`src/rtl/bus_pkg.sv`:
```
// rtl/bus_pkg.sv - shared FSM state, priority-mode encodings and defaults for the bus arbiter
package bus_pkg;

  typedef enum logic {
    ST_IDLE = 1'b0,
    ST_OWN  = 1'b1
  } arb_state_e;

  localparam logic PRIO_RR    = 1'b0;
  localparam logic PRIO_FIXED = 1'b1;

  localparam int DEF_NUM_MASTERS = 4;
  localparam int DEF_DATA_W      = 32;
  localparam int DEF_MAX_BURST   = 8;
  localparam int DEF_PRIO_MODE   = 0;

endpackage

```
`src/rtl/arb_pick.sv`:
```
// rtl/arb_pick.sv - combinational winner selection: first requester at/above a start index
// rtl/arb_pick.sv - (start is rr_ptr in round-robin mode, 0 in fixed-priority mode)
module arb_pick
  import bus_pkg::*;
#(
  parameter int NUM_MASTERS = DEF_NUM_MASTERS,
  parameter int IDX_W       = $clog2(NUM_MASTERS)
) (
  input  logic [NUM_MASTERS-1:0] req,
  input  logic [IDX_W-1:0]       rr_ptr,
  input  logic                   mode,
  output logic [IDX_W-1:0]       winner,
  output logic                   valid
);

  localparam logic [IDX_W:0] NM = (IDX_W+1)'(NUM_MASTERS);

  logic [IDX_W-1:0]         start;
  logic [2*NUM_MASTERS-1:0] dbl;
  logic [NUM_MASTERS-1:0]   rot;
  logic [IDX_W-1:0]         off;
  logic [IDX_W:0]           sum;

  assign dbl = {req, req};

  // Rotate so the start index sits at bit 0, take the lowest set bit, then rotate back.
  always_comb begin
    start = (mode == PRIO_FIXED) ? '0 : rr_ptr;
    rot   = dbl[start +: NUM_MASTERS];
    off   = '0;
    valid = |req;
    for (int i = NUM_MASTERS - 1; i >= 0; i--) begin
      if (rot[i]) begin
        off = IDX_W'(i);
      end
    end
    sum = {1'b0, start} + {1'b0, off};
    if (sum >= NM) begin
      sum = sum - NM;
    end
    winner = sum[IDX_W-1:0];
  end

endmodule

```
`src/rtl/bus_arbiter_rr.sv`:
```
// rtl/bus_arbiter_rr.sv - burst-based bus arbiter with round-robin or fixed priority,
// rtl/bus_arbiter_rr.sv - one IDLE arbitration cycle between ownerships
module bus_arbiter_rr
  import bus_pkg::*;
#(
  parameter int NUM_MASTERS = DEF_NUM_MASTERS,
  parameter int DATA_W      = DEF_DATA_W,
  parameter int MAX_BURST   = DEF_MAX_BURST,
  parameter int PRIO_MODE   = DEF_PRIO_MODE
) (
  input  logic                           clk,
  input  logic                           rst_n,
  input  logic [NUM_MASTERS-1:0]         req,
  input  logic [NUM_MASTERS*DATA_W-1:0]  req_data,
  input  logic [NUM_MASTERS-1:0]         req_last,
  input  logic                           bus_ready,
  output logic [DATA_W-1:0]              bus_data,
  output logic                           bus_valid,
  output logic [NUM_MASTERS-1:0]         grant,
  output logic [$clog2(NUM_MASTERS)-1:0] grant_id,
  output logic                           busy
);

  localparam int IDX_W = $clog2(NUM_MASTERS);
  localparam int BC_W  = (MAX_BURST > 1) ? $clog2(MAX_BURST) : 1;

  localparam logic [BC_W-1:0]  LAST_BEAT = BC_W'(MAX_BURST - 1);
  localparam logic [IDX_W-1:0] LAST_IDX  = IDX_W'(NUM_MASTERS - 1);
  localparam logic             MODE      = (PRIO_MODE == 1) ? PRIO_FIXED : PRIO_RR;
  localparam logic [NUM_MASTERS-1:0] ONE = NUM_MASTERS'(1);

  arb_state_e             state_q, state_d;
  logic [NUM_MASTERS-1:0] grant_d;
  logic [IDX_W-1:0]       gid_d;
  logic [IDX_W-1:0]       rr_ptr, rr_ptr_d;
  logic [BC_W-1:0]        beat_cnt, beat_cnt_d;

  logic [IDX_W-1:0]       pick_idx;
  logic                   pick_valid;
  logic                   owner_req;
  logic                   xfer;
  logic                   release_now;

  logic [DATA_W-1:0]      data_arr [NUM_MASTERS];

  for (genvar i = 0; i < NUM_MASTERS; i++) begin : g_unpack
    assign data_arr[i] = req_data[i*DATA_W +: DATA_W];
  end

  arb_pick #(
    .NUM_MASTERS (NUM_MASTERS),
    .IDX_W       (IDX_W)
  ) u_pick (
    .req    (req),
    .rr_ptr (rr_ptr),
    .mode   (MODE),
    .winner (pick_idx),
    .valid  (pick_valid)
  );

  // Bus outputs are decoded from the registered state, so reset zeroes them asynchronously.
  assign busy      = (state_q == ST_OWN);
  assign owner_req = req[grant_id];
  assign bus_valid = busy && owner_req;
  assign bus_data  = busy ? data_arr[grant_id] : '0;
  assign xfer      = bus_valid && bus_ready;

  assign release_now = busy &&
                       (!owner_req || (xfer && (req_last[grant_id] || beat_cnt == LAST_BEAT)));

  always_ff @(posedge clk or negedge rst_n) begin
    if (!rst_n) begin
      state_q  <= ST_IDLE;
      grant    <= '0;
      grant_id <= '0;
      rr_ptr   <= '0;
      beat_cnt <= '0;
    end else begin
      state_q  <= state_d;
      grant    <= grant_d;
      grant_id <= gid_d;
      rr_ptr   <= rr_ptr_d;
      beat_cnt <= beat_cnt_d;
    end
  end

  always_comb begin
    state_d    = state_q;
    grant_d    = grant;
    gid_d      = grant_id;
    rr_ptr_d   = rr_ptr;
    beat_cnt_d = beat_cnt;
    case (state_q)
      ST_IDLE: begin
        grant_d = '0;
        if (pick_valid) begin
          state_d = ST_OWN;
          grant_d = ONE << pick_idx;
          gid_d   = pick_idx;
        end
      end
      ST_OWN: begin
        if (release_now) begin
          state_d    = ST_IDLE;
          grant_d    = '0;
          beat_cnt_d = '0;
          rr_ptr_d   = (grant_id == LAST_IDX) ? '0 : grant_id + 1'b1;
        end else if (xfer) begin
          beat_cnt_d = beat_cnt + 1'b1;
        end
      end
      default: begin
        state_d = ST_IDLE;
        grant_d = '0;
      end
    endcase
  end

endmodule
```
`config.mk`:
```
export PLATFORM = sky130hd
export DESIGN_NAME = bus_arbiter_rr
export DESIGN_NICKNAME = d
export VERILOG_FILES = /design/src/rtl/bus_pkg.sv /design/src/rtl/arb_pick.sv /design/src/rtl/bus_arbiter_rr.sv
export SDC_FILE = /design/constraint.sdc
export NUM_CORES = 1
export LEC_CHECK = 0
export CORE_ASPECT_RATIO = 0.6
export CORE_MARGIN = 4
export CORE_UTILIZATION = 31
export DETAILED_ROUTE_END_ITERATION = 16
export GPL_TIMING_DRIVEN = 0
export PLACE_DENSITY = 0.92
export SYNTH_ARGS = -nofsm -noshare
export SYNTH_HDL_FRONTEND = slang
export SYNTH_HIERARCHICAL = 1
export SYNTH_SLANG_ARGS = --single-unit
```
`constraint.sdc`:
```
create_clock -name clk -period 4.14 [get_ports clk]
set_clock_uncertainty 0.1 [all_clocks]
set_input_delay 0.828 -clock clk [delete_from_list [all_inputs] [get_ports clk]]
set_output_delay 0.828 -clock clk [all_outputs]
set_load 0.1 [all_outputs]
```
After elaboration in Yosys (flattened, before gate mapping)
Cells that the tools add are included.
{"block": "totals", "out_inout_bits": 40, "word_cells": 53, "in_bits": 139, "register_bits": 12}
{"block": "op_classes", "n_reduce_logical": 12, "bitwise_logic": 2, "order_cmp": 3, "shift": 2, "n_eq_ne": 3, "n_addsub": 4, "muxes": 22}
{"op": "two-way mux 32 bit", "n": 3}
{"op": "binary-select mux 32 bit (select 2 bit)", "n": 1}
{"op": "two-way mux 2 bit", "n": 6}
{"op": "two-way mux 4 bit", "n": 2}
{"op": "case mux 4 bit (2 select lines)", "n": 1}
{"op": "variable part select 8 x 3 -> 4 bit", "n": 1}
{"op": ">= comparator 3 bit, second input constant", "n": 2}
{"op": "two-way mux 3 bit", "n": 2}
{"op": "AND reduction 2 bit", "n": 3}
{"op": "binary-select mux 1 bit (select 2 bit)", "n": 2}
{"op": "logical AND 1 bit", "n": 4}
{"op": "two-way mux 1 bit", "n": 4}
{"op": "OR reduction 4 bit", "n": 1}
{"op": "<< shifter 1 x 2 -> 4 bit, first input constant", "n": 1}
{"op": "adder 2 x 2 -> 3 bit", "n": 1}
{"op": "adder 3 x 1 -> 3 bit, second input constant", "n": 1}
{"op": "equality test 3 bit, second input constant", "n": 1}
{"op": "< comparator 2 x 3 -> 1 bit, second input constant", "n": 1}
{"op": "NOT 2 -> 3 bit", "n": 1}
{"op": "adder 2 x 1 -> 2 bit, second input constant", "n": 1}
{"op": "equality test 2 bit, second input constant", "n": 1}
{"op": "logical OR 1 bit", "n": 2}
{"op": "inequality test 2 x 1 -> 1 bit, second input constant", "n": 1}
{"op": "case mux 1 bit (2 select lines)", "n": 1}
{"op": "other kinds (4)", "n": 4}

Longest topological paths before layout
{"block": "depth", "ltp_word": 11, "mapped_depth": 7, "depth_no_buf": 6}

By module
The synthesis kept the hierarchy.
{"module": "bus_arbiter_rr", "area_each_um2": 1577.8, "instances": 1, "seq_area_each_um2": 300.3, "cells_each": 123}
{"module": "arb_pick", "area_each_um2": 108.9, "instances": 1, "seq_area_each_um2": 0.0, "cells_each": 16}

Worst setup path before layout
OpenSTA, ideal clock, no wires.
{"block": "synth_path", "path_type": "reg-to-output", "from": "register grant_id[1]", "to": "output port bus_data[10]", "path_buffers": 2, "t_arrival_ps": 2601, "slack_ps": 611, "path_stages_with_launch": 5, "required_ps": 3212, "path_cell_list": "dfrtp_1 -> clkbuf_1 -> buf_1 -> mux4_2 -> and2_1"}
{"block": "synth_via", "elab_chain_len": 5}
{"item": "from (decl)", "line_no": "bus_arbiter_rr.sv:20", "rtl": "output logic [$clog2(NUM_MASTERS)-1:0] grant_id,"}
{"item": "from (signal assigned)", "line_no": "bus_arbiter_rr.sv:81", "rtl": "grant_id <= gid_d;"}
{"item": "NOT 2 -> 3 bit (implied by the code)", "line_no": "bus_arbiter_rr.sv:65", "rtl": "assign bus_data = busy ? data_arr[grant_id] : '0;"}
{"item": "binary-select mux 32 bit (select 2 bit)", "line_no": "bus_arbiter_rr.sv:65"}
{"item": "two-way mux 32 bit (implied by the code) (2 in a row)", "line_no": "bus_arbiter_rr.sv:65"}
{"item": "two-way mux 32 bit", "line_no": "bus_arbiter_rr.sv:65"}
{"item": "to (decl)", "line_no": "bus_arbiter_rr.sv:17", "rtl": "output logic [DATA_W-1:0] bus_data,"}
No other way between the ends. The select of a mux whose other input is x is not followed.

Worst setup path in the final report
{"block": "layout_path", "from": "register grant_id[1]", "to": "output port bus_data[12]"}
Same word-level chain as after synthesis.

==> results.ini <==
[drt]
initialDrtViolationCount=52
viasPerCell=4.997
drt-pass1-iter-count=4
num_vias=1944
drtAntennaViolNets=0
drc=0
wl_per_cell_um=19.20
wl_mm=7.470

[layout]
syn_to_final_growth_pct=116.5
drive_gt1_frac=0.1455
fill_cells=395
diodes=0
final_cell_area_sq_mm=0.003651
postLayoutCoreUtil=0.7083
finalNetCount=467
finalNonFillerCells=389

[timing]
setup_viol=0
hold_violations=0
fin_crit_sh=0.9614
tns_ps=0
fmax_ghz=0.2512
finalMaxSlewViolations=0
rsz0062_at_grt=no
worst_pin_slew_ps=1041
min_period_ps=3980
slew_headroom=0.3040

[critical_path]
r2r_cells=6
end_kind=output port
timing.rr.start=grant_id[1]
cp-start-kind=flop
crit_type=reg2out
r2r_slack_ps=2080
critPathArrivalTime_ps=3050
reg2reg_to=beat_cnt[2]
critPathLaunch=grant_id[1]
critPathMaxFanout=10
critPathRequiredTime_ps=3210

[power_and_ir_drop]
p_per_area_mw_per_mm2=868.9
p_int_mw=1.127
swShare=0.6447
p_sw_mw=2.045
cellLeakagePower_nw=1.612
pwr-share-seq=0.065
ir_drop_uv=563.9
power_frac_comb=0.902
clock_power_share=0.033

[floorplan]
initial_core_util=0.3272
dieHeight_um=65.14
die_x_um=103.2
die-area_sq_mm=0.006724
rows=20
io_pins=179
design.core.area_sq_mm=0.005155

[cts]
cts_buffer_depth=2
clock_latency_ps=240
cts-hold-fix-buffers=0
root_buffer=clkbuf_8
cts_sinks=12
cts_buffers=3
cts-htree-levels=1
cts_tree=done
clk_pin_slew_ps=50

[outcome]
status=complete, no violations

[place]
placedCellCount=386
place_area_sq_mm=0.003562
hpwl_mm=6.529
portBuffers=178
routabilityCongestion=0.8660

[min_path]
hp-start=grant[3]
min_path_cells=1
hp-class=reg2reg
whs_endpoint=grant[3]

[synthesis]
syn-cell-area_sq_mm=0.001687
synth.ff_latch_count=12
synthCells=139
synth_cell_types=33
ys_seq_area_frac=0.1780
synth_warnings=6
syn_area_per_cell_sq_um=12.13

[global_routing]
gr-total-overflow=0
antenna_found_initial=0
grt_pass1_wl_mm=10.67
grt_pass1_vias=2026
grt.total_usage=0.2070
grt_max_degree=13

[run]
max_cap_viol_count=0

[layout make-up]
| class | instances | area [sq um] | share of cell area |
|---|---|---|---|
| clock buffers | 3 | 41.29 | 0.01131 |
| well taps | 66 | 82.58 | 0.02262 |
| flip-flops and latches | 12 | 300.3 | 0.08225 |
| inverters | 5 | 18.77 | 0.005141 |
| multi-input cells | 113 | 1315 | 0.3602 |
| repair buffers | 178 | 1829 | 0.5010 |
| plain buffers | 12 | 63.81 | 0.01748 |
[flip-flops by register name (all words and copies together), names as in the netlist]
name	cells
grant	4
beat_cnt	3
grant_id	2
rr_ptr	2
busy	1
[worst max path at each step]
stage	endpoint	slack (ps)
3_3_place_gp	bus_valid	210
6_report	bus_data[12]	160
3_5_place_dp	bus_valid	190
4_1_cts	bus_data[24]	80
5_1_grt	bus_data[12]	20
2_1_floorplan	bus_data[10]	610
[power by group through the flow]
stage	Clock [mW]	Combinational, mW	Sequential, mW
4_1_cts	0.106	2.89	0.208
6_report	0.105	2.86	0.207
2_1_floorplan	0	2.02	0.399
3_3_place_gp	0	2.86	0.207
3_5_place_dp	0	2.89	0.210
5_1_grt	0.113	2.98	0.216
[logic make-up after synthesis]
| kind of cell | count (synthesis) | synth area share |
|---|---|---|
| flops | 12 | 0.1780 |
| fa+ha+maj | 3 | 0.02226 |
| mux | 39 | 0.4807 |
| other cells | 1 | 0.002223 |
| buf+inv | 17 | 0.04896 |
| simple gates | 50 | 0.1825 |
| compound gates | 17 | 0.08531 |
[per-stage QoR]
stage               setup WS (ps)  hold WS [ps]  power, mW
floorplan                   611.2         369.8      2.419
global placement            214.8         379.6      3.067
detailed placement          194.5         376.5      3.100
CTS                         77.87         398.9      3.207
global route                16.70         416.3      3.307
finish                      159.7         394.9      3.172
[metal layers]
metal	up-vias	routed length [um]	GRT usage
met5	-	0	0
met4	0	143	0.04200
met3	15	581	0.03393
met2	77	3908	0.3794
met1	938	2838	0.2567
li1	914	-	-
[what timing repair did]
item                       in CTS  in global routing
buffers inserted                0                  0
hold endpoints to repair        0                  0
gates resized for setup         0                 19
setup endpoints to repair       0                 19
[worst max-delay path, stage by stage (launching register included)]
cell,delay (ps)
dfrtp_1,370
clkbuf_1,380
clkbuf_1,500
mux4_2,300
and2_1,130
clkdlybuf4s50_1,1130
[cell usage in the layout (no fill, tap or decap), types with 2 or more instances in the layout]
cell,n
conb_1,4
mux2_2,3
buf_2,3
o21ai_0,3
nor2_1,5
a21oi_1,2
ha_1,3
mux4_2,32
inv_1,5
mux2i_1,3
and2_1,32
nand2b_1,2
buf_6,2
dlymetal6s2s_1,19
o2bb2ai_1,3
nor2b_1,2
nand2_1,2
clkbuf_8,3
clkbuf_1,5
buf_1,2
dfrtp_1,12
a32o_1,4
clkdlybuf4s50_1,159
[Yosys cell counts]
library cell / instances / area, sq um
nand2b_1: 2 / 12.51
o2bb2ai_1: 3 / 26.28
nor3b_1: 1 / 7.510
ha_1: 3 / 37.54
dfrtp_1: 12 / 300.3
a21oi_2: 1 / 8.760
buf_1: 2 / 7.510
and2b_1: 1 / 7.510
a2bb2oi_1: 1 / 8.760
or2_1: 1 / 6.260
conb_1: 1 / 3.750
a221oi_2: 1 / 15.01
nand3_1: 1 / 5.000
clkbuf_1: 5 / 18.77
and2_4: 1 / 8.760
o21ai_0: 3 / 15.01
mux2_2: 3 / 33.78
buf_2: 3 / 15.01
buf_6: 2 / 22.52
nor2b_1: 2 / 12.51
o221a_1: 1 / 11.26
and2_1: 32 / 200.2
a22o_1: 1 / 8.760
mux4_1: 1 / 26.28
nor2_1: 5 / 18.77
mux4_2: 32 / 720.7
a32o_1: 4 / 40.04
inv_1: 5 / 18.77
nand3b_1: 1 / 7.510
mux2i_1: 3 / 30.03
a21oi_1: 2 / 10.01
nand2_1: 2 / 7.510
nor2b_4: 1 / 13.76
Note: power is estimated with default switching activity, not from simulation.
